==> config.mk <==
export PLATFORM = sky130hd
export DESIGN_NAME = hazard_ctrl_flat
export DESIGN_NICKNAME = d
export VERILOG_FILES = /design/src/rtl/hazard_ctrl_if.sv /design/src/rtl/hazard_ctrl.sv /design/src/flat_wrapper.sv
export SDC_FILE = /design/constraint.sdc
export NUM_CORES = 1
export LEC_CHECK = 0
export BUFFER_PORTS_ARGS = -buffer_cell sky130_fd_sc_hd__buf_2
export CORE_MARGIN = 4
export CORE_UTILIZATION = 47
export DETAILED_ROUTE_END_ITERATION = 6
export GPL_ROUTABILITY_DRIVEN = 0
export PLACE_DENSITY = 0.76
export SETUP_SLACK_MARGIN = 0.1
export SYNTH_ARGS = -nofsm -noshare
export SYNTH_HDL_FRONTEND = slang
export SYNTH_SLANG_ARGS = --single-unit
==> constraint.sdc <==
create_clock -name clk -period 2.4 [get_ports clk]
set_input_delay 0.48 -clock clk [delete_from_list [all_inputs] [get_ports clk]]
set_output_delay 0.48 -clock clk [all_outputs]
set_load 0.01 [all_outputs]
==> src/rtl/hazard_ctrl_if.sv <==
// rtl/hazard_ctrl_if.sv - decode/execute/memory side-band bundle for the hazard sequencer
interface hazard_ctrl_if #(
  parameter int ADDR_W = 32,
  parameter int CNT_W  = 32
);
  logic              dec_valid;
  logic [4:0]        dec_rs1;
  logic [4:0]        dec_rs2;
  logic              dec_rs1_used;
  logic              dec_rs2_used;
  logic [4:0]        dec_rd;
  logic              dec_rd_wr;
  logic              ex_flush;
  logic [ADDR_W-1:0] ex_flush_addr;
  logic              mem_stall;
  logic              stall_fetch;
  logic              stall_decode;
  logic              stall_execute;
  logic              stall_mem;
  logic              flush_fd;
  logic              redirect_valid;
  logic [ADDR_W-1:0] redirect_addr;
  logic [CNT_W-1:0]  perf_stall_cnt;
  logic [CNT_W-1:0]  perf_flush_cnt;

  modport master (
    output dec_valid, dec_rs1, dec_rs2, dec_rs1_used, dec_rs2_used, dec_rd, dec_rd_wr,
    output ex_flush, ex_flush_addr, mem_stall,
    input  stall_fetch, stall_decode, stall_execute, stall_mem, flush_fd,
    input  redirect_valid, redirect_addr, perf_stall_cnt, perf_flush_cnt
  );

  modport slave (
    input  dec_valid, dec_rs1, dec_rs2, dec_rs1_used, dec_rs2_used, dec_rd, dec_rd_wr,
    input  ex_flush, ex_flush_addr, mem_stall,
    output stall_fetch, stall_decode, stall_execute, stall_mem, flush_fd,
    output redirect_valid, redirect_addr, perf_stall_cnt, perf_flush_cnt
  );
endinterface

==> src/rtl/hazard_ctrl.sv <==
// rtl/hazard_ctrl.sv - execute-stage pipeline sequencer: RAW stalls, flush/redirect, bubble window
module hazard_ctrl #(
  parameter int ADDR_W       = 32,
  parameter int FLUSH_CYCLES = 2,
  parameter int CNT_W        = 32
) (
  input logic         clk,
  input logic         reset,
  hazard_ctrl_if.slave bus
);

  localparam logic [0:0] ST_RUN   = 1'b0;
  localparam logic [0:0] ST_FLUSH = 1'b1;
  localparam logic [3:0] FCNT_LOAD = 4'(FLUSH_CYCLES - 1);

  logic [0:0]        state;
  logic [3:0]        fcnt;

  // In-flight destination tracker; a slot is only valid for a real write to rd!=0
  logic              ex_v, mem_v, wb_v;
  logic [4:0]        ex_rd, mem_rd, wb_rd;

  logic              rs1_hit, rs2_hit, hazard;
  logic              flush_acc, stall_dec, issue;

  logic              redirect_valid_q;
  logic [ADDR_W-1:0] redirect_addr_q;
  logic [CNT_W-1:0]  stall_cnt, flush_cnt;

  // Hazard detection and per-cycle issue/stall/flush decisions
  always_comb begin
    rs1_hit   = (ex_v  && ex_rd  == bus.dec_rs1) ||
                (mem_v && mem_rd == bus.dec_rs1) ||
                (wb_v  && wb_rd  == bus.dec_rs1);
    rs2_hit   = (ex_v  && ex_rd  == bus.dec_rs2) ||
                (mem_v && mem_rd == bus.dec_rs2) ||
                (wb_v  && wb_rd  == bus.dec_rs2);
    hazard    = bus.dec_valid &&
                ((bus.dec_rs1_used && bus.dec_rs1 != 5'd0 && rs1_hit) ||
                 (bus.dec_rs2_used && bus.dec_rs2 != 5'd0 && rs2_hit));
    // A flush arriving during a back-end freeze is not taken; execute re-presents it
    flush_acc = bus.ex_flush && !bus.mem_stall;
    stall_dec = bus.mem_stall || (!bus.ex_flush && hazard && state == ST_RUN);
    issue     = bus.dec_valid && state == ST_RUN && !hazard && !bus.ex_flush && !bus.mem_stall;
  end

  assign bus.stall_execute  = bus.mem_stall;
  assign bus.stall_mem      = bus.mem_stall;
  assign bus.stall_decode   = stall_dec;
  assign bus.stall_fetch    = stall_dec;
  assign bus.flush_fd       = flush_acc;
  assign bus.redirect_valid = redirect_valid_q;
  assign bus.redirect_addr  = redirect_addr_q;
  assign bus.perf_stall_cnt = stall_cnt;
  assign bus.perf_flush_cnt = flush_cnt;

  // Tracker advances one slot per unfrozen cycle; EX receives the issued writer or a bubble
  always_ff @(posedge clk) begin
    if (reset) begin
      ex_v   <= 1'b0;
      mem_v  <= 1'b0;
      wb_v   <= 1'b0;
      ex_rd  <= 5'd0;
      mem_rd <= 5'd0;
      wb_rd  <= 5'd0;
    end else if (!bus.mem_stall) begin
      wb_v   <= mem_v;
      wb_rd  <= mem_rd;
      mem_v  <= ex_v;
      mem_rd <= ex_rd;
      ex_v   <= issue && bus.dec_rd_wr && bus.dec_rd != 5'd0;
      ex_rd  <= issue ? bus.dec_rd : 5'd0;
    end
  end

  // RUN/FLUSH sequencing; a flush in either state (re)loads the bubble window
  always_ff @(posedge clk) begin
    if (reset) begin
      state <= ST_RUN;
      fcnt  <= 4'd0;
    end else if (!bus.mem_stall) begin
      if (bus.ex_flush) begin
        state <= ST_FLUSH;
        fcnt  <= FCNT_LOAD;
      end else if (state == ST_FLUSH) begin
        if (fcnt == 4'd0) begin
          state <= ST_RUN;
        end else begin
          fcnt <= fcnt - 4'd1;
        end
      end
    end
  end

  // Registered fetch redirect: one-cycle pulse, address held until the next flush
  always_ff @(posedge clk) begin
    if (reset) begin
      redirect_valid_q <= 1'b0;
      redirect_addr_q  <= '0;
    end else begin
      redirect_valid_q <= flush_acc;
      if (flush_acc) begin
        redirect_addr_q <= bus.ex_flush_addr;
      end
    end
  end

  // Saturating performance counters
  always_ff @(posedge clk) begin
    if (reset) begin
      stall_cnt <= '0;
      flush_cnt <= '0;
    end else begin
      if (stall_dec && stall_cnt != '1) begin
        stall_cnt <= stall_cnt + 1'b1;
      end
      if (flush_acc && flush_cnt != '1) begin
        flush_cnt <= flush_cnt + 1'b1;
      end
    end
  end

endmodule

==> src/flat_wrapper.sv <==
// flat-port wrapper written by rule: the top's interface ports become plain ports
module hazard_ctrl_flat 
#(
  parameter int ADDR_W       = 32,
  parameter int FLUSH_CYCLES = 2,
  parameter int CNT_W        = 32
)
  (clk, reset, bus_dec_valid, bus_dec_rs1, bus_dec_rs2, bus_dec_rs1_used, bus_dec_rs2_used, bus_dec_rd, bus_dec_rd_wr, bus_ex_flush, bus_ex_flush_addr, bus_mem_stall, bus_stall_fetch, bus_stall_decode, bus_stall_execute, bus_stall_mem, bus_flush_fd, bus_redirect_valid, bus_redirect_addr, bus_perf_stall_cnt, bus_perf_flush_cnt);
  hazard_ctrl_if #(.ADDR_W(ADDR_W), .CNT_W(CNT_W)) bus_i ();
  input logic clk;
  input logic reset;
  input wire logic [$bits(bus_i.dec_valid)-1:0] bus_dec_valid;
  input wire logic [$bits(bus_i.dec_rs1)-1:0] bus_dec_rs1;
  input wire logic [$bits(bus_i.dec_rs2)-1:0] bus_dec_rs2;
  input wire logic [$bits(bus_i.dec_rs1_used)-1:0] bus_dec_rs1_used;
  input wire logic [$bits(bus_i.dec_rs2_used)-1:0] bus_dec_rs2_used;
  input wire logic [$bits(bus_i.dec_rd)-1:0] bus_dec_rd;
  input wire logic [$bits(bus_i.dec_rd_wr)-1:0] bus_dec_rd_wr;
  input wire logic [$bits(bus_i.ex_flush)-1:0] bus_ex_flush;
  input wire logic [$bits(bus_i.ex_flush_addr)-1:0] bus_ex_flush_addr;
  input wire logic [$bits(bus_i.mem_stall)-1:0] bus_mem_stall;
  output wire logic [$bits(bus_i.stall_fetch)-1:0] bus_stall_fetch;
  output wire logic [$bits(bus_i.stall_decode)-1:0] bus_stall_decode;
  output wire logic [$bits(bus_i.stall_execute)-1:0] bus_stall_execute;
  output wire logic [$bits(bus_i.stall_mem)-1:0] bus_stall_mem;
  output wire logic [$bits(bus_i.flush_fd)-1:0] bus_flush_fd;
  output wire logic [$bits(bus_i.redirect_valid)-1:0] bus_redirect_valid;
  output wire logic [$bits(bus_i.redirect_addr)-1:0] bus_redirect_addr;
  output wire logic [$bits(bus_i.perf_stall_cnt)-1:0] bus_perf_stall_cnt;
  output wire logic [$bits(bus_i.perf_flush_cnt)-1:0] bus_perf_flush_cnt;
  assign bus_i.dec_valid = bus_dec_valid;
  assign bus_i.dec_rs1 = bus_dec_rs1;
  assign bus_i.dec_rs2 = bus_dec_rs2;
  assign bus_i.dec_rs1_used = bus_dec_rs1_used;
  assign bus_i.dec_rs2_used = bus_dec_rs2_used;
  assign bus_i.dec_rd = bus_dec_rd;
  assign bus_i.dec_rd_wr = bus_dec_rd_wr;
  assign bus_i.ex_flush = bus_ex_flush;
  assign bus_i.ex_flush_addr = bus_ex_flush_addr;
  assign bus_i.mem_stall = bus_mem_stall;
  assign bus_stall_fetch = bus_i.stall_fetch;
  assign bus_stall_decode = bus_i.stall_decode;
  assign bus_stall_execute = bus_i.stall_execute;
  assign bus_stall_mem = bus_i.stall_mem;
  assign bus_flush_fd = bus_i.flush_fd;
  assign bus_redirect_valid = bus_i.redirect_valid;
  assign bus_redirect_addr = bus_i.redirect_addr;
  assign bus_perf_stall_cnt = bus_i.perf_stall_cnt;
  assign bus_perf_flush_cnt = bus_i.perf_flush_cnt;
  hazard_ctrl #(.ADDR_W(ADDR_W), .FLUSH_CYCLES(FLUSH_CYCLES), .CNT_W(CNT_W)) u_core (.clk(clk), .reset(reset), .bus(bus_i));
endmodule
==> metrics.md, run 1 <==
| Metric | Value |
|---|---|
| Outcome | `finished, violations left` |
| Failing checks | `negative setup slack` |
| All-layer global routing usage | `22.0%` |
| Worst Path Class, Setup | `in2out` |
| Antenna violations before repair | `0` |
| IO buf count | `156` |
| Most frequent cells in the layout | `buf_2 (150), dfxtp_1 (115), nand2_1 (90)` |
| Fin util | `67.9%` |
| Max Fclk | `374 MHz` |
| CP peak stage delay | `510 ps` |
| Net Count, Synth | `725` |
| DR DRC count | `0` |
| Psw | `1.10 mW` |
| # IOs | `157` |
| Top FF cell, synth | `dfxtp_1` |
| Worst-case vdd ir drop | `0.559 mV` |
| Largest net degree at the start of global routing | `40` |
| Die span in x | `117 um` |
| CTS Hold Bufs | `0` |
| Post-synth ARST share | `0%` |
| Total global routing overflow | `0` |
| Pwr dens | `640 nW/um^2` |
| CP max FO | `3` |
| Critical path cell sequence | `buf_8, or4_4, o21a_1, a41oi_2, inv_2, o32ai_4, buf_12, inv_6, buf_6` |
| First-pass iteration count of the detailed router | `5` |
| Path type of the worst min-delay path | `in2reg` |
| Routed len/inst | `15.5 um` |
| Clk pwr share | `50.3%` |
| Syn Area/Cell | `8.33 sq um` |
| Worst Path Arrival | `2190 ps` |
| Clock skew | `11.0 ps` |
| P_leak | `3.29 nW` |
| Post-DP HPWL | `10600 um` |
| Commonest non-fill, non-tap cell in the layout | `buf_2` |
| DP Area | `6590 sq um` |
| Post-Place Worst Slack | `-345 ps` |
| Synth Cell Area | `5550 sq um` |
| Tcrit/Tclk final | `111%` |
| Total power | `4.98 mW` |
| Core area | `11500 sq um` |
| Net Sw Frac | `22.2%` |
| Flop pwr share | `41.4%` |
| DIE AREA | `13600 sq um` |
| CP Launch Type | `input port` |
| Num CTS Buffers | `17` |
| Final Hold Viols | `0` |
| Clk sinks | `120` |
| Post-layout min period | `2670 ps` |
| Antenna-violating nets left | `0` |
| Total number of vias | `5536` |
| Root buf cell | `clkbuf_16` |
| H-Tree Depth | `4` |
| Worst slew margin | `68.3%` |
| Final Slew Violations | `0` |
| Mapped Cells | `666` |
| Yosys top cell by area | `dfxtp_1` |
| Syn. warnings | `0` |
| Number of global-route vias before repair | `5241` |
| Combinational power share | `8.4%` |
| CTS tree | `built` |
| Starting Density | `48.4%` |
| Max-cap check violation count | `0` |
| Final WL | `15700 um` |
| FP Rows | `39` |
| CP endpoint kind | `primary output` |
| Post-synth EDFFs | `0` |
| Layout area overhead | `40.3%` |
| Final setup viols | `16` |
| Critical path's slowest cell | `or4_4` |
| N_diodes | `0` |
| Share of layout cells above drive strength 1 | `35.5%` |
| Finished Cell Area | `7780 sq um` |
| Initial DRC count | `372` |
| Critical Path RT | `1920 ps` |
| Cell Int Power | `3.88 mW` |
| FF+latch count, synth | `120` |
| Yosys cell types | `52` |
| R2R Setup Slk | `-130 ps` |
| Worst-Skew Late Latency | `410 ps` |
| Hold Slack | `312 ps` |
| Actual slew at the worst max-slew pin | `475 ps` |
| Sequential share of the synthesized area | `43.3%` |
| Die H | `117 um` |
| Post-synth top area share | `43.3%` |
| Top cells by area, synth | `dfxtp_1 (43%), xor2_1 (6.3%), nand2_1 (6.2%)` |
| RSZ-0062 raised after global routing | `yes` |
| First-pass GRT wire length | `24100 um` |
| Via-per-instance ratio | `5.49` |
| Setup ws final | `-270 ps` |
| Net count, final | `912` |
| Clock Path Buffers | `2` |
| Worst-path clk slew | `50 ps` |
==> sequential cells by signal, summed over array words and instances, names as in the netlist <==
signal,count
u_core.bus.perf_flush_cnt,32
u_core.mem_rd,5
u_core.wb_rd,5
u_core.state,1
u_core.mem_v,1
u_core.ex_rd,5
u_core.bus.redirect_addr,32
u_core.wb_v,1
u_core.bus.redirect_valid,1
u_core.fcnt,4
u_core.bus.perf_stall_cnt,32
u_core.ex_v,1
==> synth_stat cells, types with 12 or more instances <==
master / instances
or4_1: 17
nand2_1: 92
nand4_1: 21
mux2i_1: 12
nand3_1: 30
nor2_1: 72
dfxtp_1: 120
and3_1: 12
clkbuf_1: 26
a21oi_1: 66
o21ai_0: 18
xnor2_1: 21
xor2_1: 40
or3_1: 17
==> metal layers <==
metal / GRT usage, % / routed length, um
met3: 6.84 / 1110
met5: 0 / 0
met2: 35.8 / 7810
met1: 26.6 / 6440
met4: 10.1 / 314
==> worst paths after layout <==
kind | startpoint | end | depth (start not counted)
max | bus_dec_rs2[4] | bus_stall_fetch | 9
min | bus_ex_flush_addr[2] | u_core.bus.redirect_addr[2] | 3
max reg2reg | u_core.mem_rd[3] | u_core.bus.perf_stall_cnt[31] | 10
min reg2reg | u_core.bus.redirect_addr[28] | u_core.bus.redirect_addr[28] | 2
==> logic make-up (layout without fill, tap and decap cells) <==
| group | after synthesis | in the layout | synth area share (%) |
|---|---|---|---|
| AOI/OAI and AO/OA | 114 | 114 | 12.4 |
| and+or+nand+nor | 301 | 301 | 26.8 |
| muxes | 15 | 15 | 2.84 |
| adders and majority gates | 4 | 4 | 0.902 |
| xor gates and xnor gates | 61 | 61 | 9.63 |
| DFF | 120 | 120 | 43.3 |
| buffers and inverters | 51 | 251 | 4.20 |
==> critical path, delay by kind of cell <==
family	cells	cell delay, ps
buffers and inverters	5	470
AOI/OAI and AO/OA	3	720
and+or+nand+nor	1	510
==> power by group through the flow <==
stage | logic [mW] | registers [mW] | clock network, mW
3_5_place_dp | 0.339 | 2.10 | 0
2_1_floorplan | 0.184 | 2.11 | 0
4_1_cts | 0.377 | 2.06 | 2.56
3_3_place_gp | 0.328 | 2.10 | 0
5_1_grt | 0.455 | 2.07 | 2.66
6_report | 0.416 | 2.06 | 2.51
==> timing repair <==
| item | CTS | global route |
|---|---|---|
| setup endpoints to repair | 27 | 40 |
| buffers inserted | 9 | 10 |
| gates cloned | 1 | 3 |
| hold endpoints to repair | 0 | 0 |
| pin swaps | 15 | 44 |
| gates resized for setup | 26 | 64 |
==> metrics by stage <==
step           setup TNS (ps)  std cells
2_1_floorplan           -76.1        666
3_3_place_gp            -5290        957
3_5_place_dp            -7770        957
4_1_cts                 -1890        999
5_1_grt                 -3530       1009
6_report                -1610       1009
==> area by class of cell <==
cell class              count  area [sq um]
fillers                   913          3690
multi-input cells         495          3230
flip-flops and latches    120          2410
repair buffers            207          1320
clock buffers              24           502
well taps                 143           179
clock inverters             8          92.6
inverters                  12          50.0
Note: power is estimated with default switching activity, not from simulation.
==> inputs of run 2 (changes only) <==
--- a/config.mk
+++ b/config.mk
@@ -5,12 +5,14 @@
 export SDC_FILE = /design/constraint.sdc
 export NUM_CORES = 1
 export LEC_CHECK = 0
+export ABC_AREA = 0
 export BUFFER_PORTS_ARGS = -buffer_cell sky130_fd_sc_hd__buf_2
+export CORE_ASPECT_RATIO = 1.5
 export CORE_MARGIN = 4
-export CORE_UTILIZATION = 47
+export CORE_UTILIZATION = 56
 export DETAILED_ROUTE_END_ITERATION = 6
 export GPL_ROUTABILITY_DRIVEN = 0
-export PLACE_DENSITY = 0.76
+export PLACE_DENSITY = 0.85
 export SETUP_SLACK_MARGIN = 0.1
 export SYNTH_ARGS = -nofsm -noshare
 export SYNTH_HDL_FRONTEND = slang
==> constraint.sdc (replaced) <==
create_clock -name clk -period 3.5 [get_ports clk]
set_input_delay 0.7 -clock clk [delete_from_list [all_inputs] [get_ports clk]]
set_output_delay 0.7 -clock clk [all_outputs]
set_load 0.01 [all_outputs]
==> run 2 against run 1 <==
The flow now finishes without violations. Total power is 27% lower. Sequential power is 32% lower. Largest power group unchanged. Clock skew is 3.9 ps lower. Global-route usage is 4.2 points higher. Core utilization is 4.6 points higher. Cell area is 9.8% lower. Critical path depth is 1 lower. Routed wire length is 7.3% lower. Sequential share of layout area is 3.2 points higher.
==> metrics.md, run 2 (synthesis gave the netlist of run 1 again) <==
| Metric | Value |
|---|---|
| Post-layout min period | `3090 ps` |
| P_leak | `2.98 nW (-9.4%)` |
| Setup Buffers After CTS | `0 (-9)` |
| # IOs | `157 (unchanged)` |
| Last element of the critical path | `bus_stall_decode` |
| Post-CTS resize count | `0 (-100%)` |
| Final WL | `14500 um (-7.3%)` |
| Actual slew at the worst max-slew pin | `856 ps (+380 ps)` |
| Die span in x | `89.3 um (-23%)` |
| DIE AREA | `11600 sq um (-15%)` |
| CTS tree | `built` |
| Reg2Reg Capture Point | `u_core.bus.perf_stall_cnt[5]` |
| CP max FO | `6 (+3)` |
| Setup ws final | `408 ps (+678 ps)` |
| Final Slew Violations | `0 (unchanged)` |
| Total number of vias | `5387 (-2.7%)` |
| Total Negative Setup Slacks | `0 ps (+1610 ps)` |
| Root buf cell | `clkbuf_16` |
| First-pass iteration count of the detailed router | `5 (unchanged)` |
| Tcrit/Tclk final | `88.3%` |
| Routed len/inst | `15.5 um (-0.19%)` |
| Pwr dens | `518 nW/um^2 (-19%)` |
| CP Launch Type | `input port` |
| Clk sinks | `120 (unchanged)` |
| Layout area overhead | `26.6%` |
| Final setup viols | `0 (-16)` |
| Critical R2R Launch | `u_core.bus.perf_stall_cnt[14]` |
| Num CTS Buffers | `17 (unchanged)` |
| Worst slew margin | `43.0% (-25 points)` |
| IO buf count | `156 (unchanged)` |
| CP endpoint kind | `primary output` |
| Path type of the worst min-delay path | `reg2reg` |
| CP startpoint | `bus_dec_rs2[1]` |
| Worst Path Arrival | `2390 ps (+200 ps)` |
| Largest net degree at the start of global routing | `85 (+110%)` |
| R2R Setup Slk | `860 ps (+990 ps)` |
| R2R depth | `7 (-3)` |
| H-Tree Depth | `4 (unchanged)` |
| N_diodes | `0 (unchanged)` |
| Outcome | `complete, no violations` |
| Worst-path clk slew | `60 ps (about the same)` |
| All-layer global routing usage | `26.2% (+4.2 points)` |
| Max Fclk | `323 MHz` |
| Total global routing overflow | `0 (unchanged)` |
| Critical Path RT | `2800 ps (+880 ps)` |
| Final Hold Viols | `0 (unchanged)` |
| First-pass GRT wire length | `24300 um (+0.63%)` |
| DR DRC count | `0 (unchanged)` |
| Share of layout cells above drive strength 1 | `24.9% (-11 points)` |
| Antenna-violating nets left | `0 (unchanged)` |
| Clock Path Buffers | `2 (unchanged)` |
| RSZ-0062 raised after global routing | `no` |
| Worst Path Class, Setup | `in2out` |
| Commonest non-fill, non-tap cell in the layout | `buf_2` |
| Number of global-route vias before repair | `5411 (+3.2%)` |
| Worst-Skew Late Latency | `410 ps (about the same)` |
| Clock skew | `7.05 ps (-3.91 ps)` |
| Initial DRC count | `300 (-19%)` |
| Via-per-instance ratio | `5.75 (+4.8%)` |
| Hold Slack | `453 ps (+141 ps)` |
| Core area | `9690 sq um (-16%)` |
| Post-DP HPWL | `10100 um (-4.2%)` |
| Antenna violations before repair | `0 (unchanged)` |
| Net count, final | `868 (-4.8%)` |
| FP Rows | `44 (+13%)` |
| Post-Place Worst Slack | `327 ps (+672 ps)` |
| Max-cap check violation count | `0 (unchanged)` |
| Die H | `130 um (+11%)` |
| Worst-case vdd ir drop | `0.432 mV (-23%)` |
| Starting Density | `57.2% (+8.9 points)` |
| CTS Hold Bufs | `0 (unchanged)` |
| Most frequent cells in the layout | `buf_2 (155), dfxtp_1 (120), nand2_1 (92)` |
## run 2: cell count changes in the layout (fill, tap and decap cells not counted), sizes merged
cell      before  now
buf          205  163
clkbuf        26   18
bufinv         2    6
inv           12   15
clkinv         5    3
clkinvlp       1    2
## run 2: critical path, stage by stage
cell and delay (ps):
buf_2 130, or4_1 520, o21a_1 220, a41oi_2 200, inv_2 70, o32ai_4 280, inv_2 110, buf_2 160
## run 2: layout make-up
class	count	area [sq um]
clock buffers	18	439
clock inverters	14	244
fillers	737	2670
inverters	12	45.0
multi-input cells	495	2910
flip-flops and latches	120	2400
well taps	115	144
repair buffers	163	836
## run 2: how the worst min path moves through the flow
stage,to,start,cells after the start
finish,u_core.bus.redirect_addr[21],u_core.bus.redirect_addr[21],2
CTS,u_core.bus.redirect_addr[21],u_core.bus.redirect_addr[21],2
global placement,u_core.bus.redirect_addr[20],u_core.bus.redirect_addr[20],2
floorplan,u_core.ex_v,u_core.ex_v,2
global route,u_core.bus.redirect_addr[26],u_core.bus.redirect_addr[26],2
detailed placement,u_core.bus.redirect_addr[21],u_core.bus.redirect_addr[21],2
## run 2: per-stage QoR
| stage | area, sq um | cells | total power, mW | util, % |
|---|---|---|---|---|
| after CTS | 7020 | 937 | 3.66 | 72.5 |
| after global routing | 7020 | 937 | 3.75 | 72.5 |
| after global placement | 6340 | 905 | 1.65 | 65.4 |
| after detailed placement | 6340 | 905 | 1.66 | 65.4 |
| final | 7020 | 937 | 3.64 | 72.5 |
| after floorplan | 5550 | 666 | 1.57 | - |
## run 2: power breakdown
group	internal (mW)	switching, mW
clock network	1.36	0.644
registers	1.39	0.0205
logic	0.0837	0.135
total	2.84	0.799
## run 2: per-layer routing
layer	share of wire (%)	vias up	track usage (%)
li1	-	2624	-
met1	38	2531	28.8
met2	53	197	45.0
met3	6.9	35	8.21
met4	2.6	0	12.4
met5	0	-	0
